--- config.mk ---
export PLATFORM = sky130hd
export DESIGN_NAME = button_edge_detect
export DESIGN_NICKNAME = d
export VERILOG_FILES = /design/src/rtl/button_edge_detect.sv
export SDC_FILE = /design/constraint.sdc
export NUM_CORES = 1
export LEC_CHECK = 0
export ABC_AREA = 1
export BUFFER_PORTS_ARGS = -buffer_cell sky130_fd_sc_hd__buf_4
export CAP_MARGIN = 30
export CELL_PAD_IN_SITES_DETAIL_PLACEMENT = 1
export CELL_PAD_IN_SITES_GLOBAL_PLACEMENT = 1
export CORE_UTILIZATION = 50
export CTS_BUF_LIST = sky130_fd_sc_hd__clkbuf_8
export DETAILED_ROUTE_END_ITERATION = 8
export PLACE_DENSITY = 0.85
export SLEW_MARGIN = 20
export SYNTH_ARGS = -nofsm -noshare
export SYNTH_HDL_FRONTEND = slang
export SYNTH_SLANG_ARGS = --single-unit
export TNS_END_PERCENT = 30
--- constraint.sdc ---
create_clock -name clk -period 2.5 [get_ports clk]
set_input_delay 0.25 -clock clk [delete_from_list [all_inputs] [get_ports clk]]
set_output_delay 0.25 -clock clk [all_outputs]
set_load 0.1 [all_outputs]
--- src/rtl/button_edge_detect.sv ---
// rtl/button_edge_detect.sv - multi-channel synchronised, debounced button edge detector
//
// Each channel synchronises its raw button level, debounces it with its own
// counter and emits a one-cycle pulse when the debounced level toggles in a
// direction enabled by edge_mode. A sticky pending flag records each pulse
// until the consumer clears it.
//
// Ports:
//   clk          system clock, all logic on posedge
//   rst          asynchronous active-low reset
//   button_in    [N_CH]  raw asynchronous button levels
//   edge_mode    [2]     00 off, 01 rising, 10 falling, 11 both
//   clear        [N_CH]  per-channel pending clear, sampled on posedge
//   level_out    [N_CH]  debounced stable level
//   pulse_out    [N_CH]  one-cycle edge pulse
//   pending      [N_CH]  sticky edge-seen flag
//   any_pending  OR of pending

module button_edge_detect #(
  parameter int N_CH            = 4,
  parameter int SYNC_STAGES     = 2,
  parameter int DEBOUNCE_CYCLES = 1000
) (
  input  logic            clk,
  input  logic            rst,
  input  logic [N_CH-1:0] button_in,
  input  logic [1:0]      edge_mode,
  input  logic [N_CH-1:0] clear,
  output logic [N_CH-1:0] level_out,
  output logic [N_CH-1:0] pulse_out,
  output logic [N_CH-1:0] pending,
  output logic            any_pending
);

  localparam int CNT_W = $clog2(DEBOUNCE_CYCLES + 1);
  localparam logic [CNT_W-1:0] CNT_MAX = CNT_W'(DEBOUNCE_CYCLES - 1);

  for (genvar i = 0; i < N_CH; i++) begin : g_ch
    logic [SYNC_STAGES-1:0] sync_q;
    logic [CNT_W-1:0]       cnt_q;
    logic                   level_q;
    logic                   pulse_q;
    logic                   pend_q;
    logic                   synced;
    logic                   accept;
    logic                   pulse_d;

    assign synced = sync_q[SYNC_STAGES-1];

    // The counter only advances while synced disagrees with the accepted
    // level, so reaching CNT_MAX with a disagreement means the new level has
    // held for DEBOUNCE_CYCLES consecutive samples.
    assign accept = (synced != level_q) && (cnt_q == CNT_MAX);

    // Direction of the toggle selects which edge_mode bit gates the pulse;
    // synced is the level being adopted.
    assign pulse_d = accept && (synced ? edge_mode[0] : edge_mode[1]);

    always_ff @(posedge clk or negedge rst) begin
      if (!rst) begin
        sync_q  <= '0;
        cnt_q   <= '0;
        level_q <= 1'b0;
        pulse_q <= 1'b0;
        pend_q  <= 1'b0;
      end else begin
        sync_q <= {sync_q[SYNC_STAGES-2:0], button_in[i]};

        if (synced == level_q) begin
          cnt_q <= '0;
        end else if (accept) begin
          cnt_q   <= '0;
          level_q <= synced;
        end else begin
          cnt_q <= cnt_q + 1'b1;
        end

        pulse_q <= pulse_d;
        // A new pulse takes priority over a simultaneous clear.
        pend_q  <= pulse_d | (pend_q & ~clear[i]);
      end
    end

    assign level_out[i] = level_q;
    assign pulse_out[i] = pulse_q;
    assign pending[i]   = pend_q;
  end

  assign any_pending = |pending;

endmodule
Yosys cells after proc, flatten, opt, wreduce, memory -nomap -nowiden

Index checks and enable logic that the tools add are counted.

Register bits: 60
Input bits: 12
Output and inout bits: 13

$add $sub $neg: 4
Equality and inequality tests: 12
Multiplexer cells: 12
Bitwise gates (word level): 16
Reduce and logical (&&, ||, !) cells: 13

Operators by type and width:

| cell                  | count |
|---|---|
| $mux 10               | 8 |
| $add 10x1->10 const B | 4 |
| $eq 10x10->1 const B  | 4 |
| $logic_and 1x1->1     | 8 |
| $not 1->1             | 8 |
| $reduce_and 2->1      | 4 |
| $and 1x1->1           | 4 |
| $eq 1x1->1            | 4 |
| $mux 1                | 4 |
| $ne 1x1->1            | 4 |
| $or 1x1->1            | 4 |
| $reduce_or 4->1       | 1 |

Depth between registers and ports, before layout

Depth after elaboration: 4
Gate-level depth with buffers: 7
Mapped depth without buffers: 7

Least setup slack after synthesis

Ideal clock, no wire load.

Path type: register -> output
Start: reg g_ch[2].pend_q
End: out any_pending
Data arrival time: 1336 ps
Data required time: 2250 ps
Slack: 914 ps
Cell stages (with the launch flop): 3
Path buffers: 0
Path through: dfrtp_1 inv_1 nand4_1

Longest elaborated chain between the ends: 1

Ends and longest elaborated chain:

| element                | line | source |
|---|---|---|
| start, declared        | 43   | `logic pend_q;` |
| start signal, assigned | 80   | `pend_q <= pulse_d \| (pend_q & ~clear[i]);` |
| $reduce_or 4->1        | 89   | `assign any_pending = \|pending;` |
| end, declared          | 32   | `output logic any_pending` |

No other way between the ends.

Worst setup path in the final report

Ends and elaborated chain as after synthesis.

==> results.sh <==
export IMPL_clockRootBuffer="clkbuf_8"
export IMPL_clock_latency_ns=0.34
export IMPL_hpwl_um=5120
export IMPL_fin_crit_ns=1.48
export IMPL_synth_nets=386
export IMPL_peakVddDrop_v=0.000460
export IMPL_fmax_mhz=674
export IMPL_postCtsSetupRepairBufs=0
export IMPL_start_util=0.520
export IMPL_dieHeight_um=80.7
export IMPL_finalHoldViolCount=40
export IMPL_synth_seq_cells=60
export IMPL_ys_top_cells_by_area="dfrtp_1 48%, nand2_1 7.3%, inv_1 6.7%"
export IMPL_finalMaxSlewViolations=0
export IMPL_grt_max_degree=61
export IMPL_via_count=2456
export IMPL_cts_buffers=9
export IMPL_crit_type="reg2out"
export IMPL_final_util=0.584
export IMPL_hold_slack_ns=-0.0247
export IMPL_track_usage=0.264
export IMPL_route_detailed_drc=0
export IMPL_grt_first_pass_wirelength_um=12600
export IMPL_fin_skew_ns=0.00840
export IMPL_wl_um=7470
export IMPL_cts_tree="yes"
export IMPL_violations="hold timing"
export IMPL_status="complete, but fails checks"
export IMPL_die_area_mm2=0.00651
export IMPL_power_density_mw_per_mm2=554
export IMPL_leakagePower_nw=1.80
export IMPL_clk_path_buf_depth=2
export IMPL_insertedDiodeCount=0
export IMPL_synth_cells=370
export IMPL_netlist_area_mm2=0.00310
export IMPL_crit_arrival_ns=1.23
export IMPL_fin_crit_sh=0.594
export IMPL_ant_nets=0
export IMPL_cts_sinks=60
export IMPL_nets=411
export IMPL_placementRows=28
export IMPL_setup_violations_final=0
export IMPL_port_buffers=24
export IMPL_place_gp_congestion=0.772
export IMPL_worstMarginPinSlew_ns=0.760
export IMPL_critPathLaunchType="flop"
export IMPL_via_per_inst=5.19
export IMPL_synth_seq_area_share=0.485
export IMPL_areaGrowthSynthToFinish_pct=12.2
export IMPL_clkSlewWorstSetupHoldPaths_ns=0.06
export IMPL_dp_worst_setup_slack_ns=1.19
export IMPL_maxCapViolations=0
export IMPL_slew_limit_headroom=0.493
export IMPL_ys_warn_count=0
export IMPL_hold_class="in2async"
export IMPL_grt_pass1_vias=2634
export IMPL_die_w_um=80.7
export IMPL_yosysUniqueCellTypes=25
export IMPL_drive_above_1_share=0.206
export IMPL_crit_path_end_kind="primary output"
export IMPL_ios=25
export IMPL_antenna_found_initial=0
export IMPL_cp_max_fo=2
export IMPL_fin_ws_ns=1.02
export IMPL_synth_largest_area_cell="dfrtp_1"
export IMPL_dr_first_iter_drc_count=155
export IMPL_avgSynthCellArea_um2=8.37
export IMPL_drt_first_pass_iters=4
export IMPL_core_area_mm2=0.00596
export IMPL_rsz0062_at_grt="no"
export IMPL_grt_overflow=0
export IMPL_yosysTopAreaCellShare=0.485
export IMPL_htreeDepth=3
export IMPL_wire_per_inst_um=15.8
export IMPL_required_ns=2.25
export IMPL_tns_ns=0
-- stage by stage --
step | total power, mW | instance area (um^2) | hold slack, ns | instances
final | 1.93 | 3480 | -0.0247 | 473
after global placement | 1.13 | 3280 | 0.333 | 457
after global routing | 2.00 | 3480 | 0.00309 | 473
after detailed placement | 1.14 | 3280 | 0.337 | 457
after floorplan | 1.08 | 3100 | -0.0456 | 370
after CTS | 1.94 | 3480 | 0.000655 | 473
-- layout make-up --
type                       instances  area [um^2]
inverter                          62          233
tap                               75         93.8
multi-input combinational        236         1270
sequential                        60         1500
timing repair buffer              26          200
clock inverter                     2         10.0
clock buffer                      12          165
fill                             751         2480
-- power by group --
part	internal [mW]	switching [mW]	total, mW
Clock	0.426	0.377	0.804
Combinational	0.0374	0.0708	0.108
Sequential	0.993	0.0223	1.02
-- worst max-delay path, cell delays in order, from the launching register on --
cell and delay, ns:
dfrtp_1 0.40, inv_1 0.12, nand4_1 0.12, buf_4 0.25
-- flip-flops by register name, indices dropped and copies added (netlist names) --
signal / flops
g_ch.cnt_q: 40
g_ch.sync_q: 8
g_ch.level_q: 4
g_ch.pend_q: 4
g_ch.pulse_q: 4
-- synthesized netlist by cell type (all sizes together) --
master and n:
nand3b 3, ha 4, nand2 75, nand3 37, buf 12, o22ai 4
nand4 5, o21ai 10, dfrtp 60, nor2 69, a21oi 5, a21o 3
xor2 12, inv 62, a31oi 3, xnor2 1, nor3 5
-- timing repair --
action | 4_1_cts | 5_1_grt
hold endpoints to repair | 2 | 0
gates resized for setup | 0 | 0
hold buffers | 2 | 0
-- placed cells by master, fill, tap and decap left out, drive strengths merged, types with 10 or more instances in the layout --
cell and count:
inv 62, xor2 12, clkbuf 12, o21ai 10, nand3 37, nor2 69
dfrtp 60, nand2 75, buf 24
-- logic make-up after synthesis --
group | count (synthesis) | synth area share
and+or+nand+nor | 194 | 0.307
xor gates and xnor gates | 13 | 0.0368
DFF | 60 | 0.485
adders and majority gates | 4 | 0.0162
buffers and inverters | 74 | 0.104
AOI/OAI and AO/OA | 25 | 0.0517
-- layer usage --
metal	track usage	vias to the layer above	wire length, um
li1	-	1188	-
met2	0.461	40	3780
met3	0.0489	15	211
met1	0.311	1213	3320
met5	0	-	0
met4	0.127	0	156
-- worst paths after layout --
path | endpoint | cells after the start | from | slack, ns
setup / recovery | any_pending | 3 | g_ch[2].pend_q | 1.02
hold / removal | g_ch[1].cnt_q[4] | 1 | rst | -0.02
setup reg to reg | g_ch[2].cnt_q[6] | 6 | g_ch[2].cnt_q[0] | 1.17
hold reg to reg | g_ch[2].sync_q[1] | 0 | g_ch[2].sync_q[0] | 0.35
max in group asynchronous | g_ch[2].sync_q[1] | 1 | rst | 2.02
min in group clk | g_ch[2].sync_q[0] | 1 | button_in[2] | 0.02
Power figures use the tool's default switching activity.
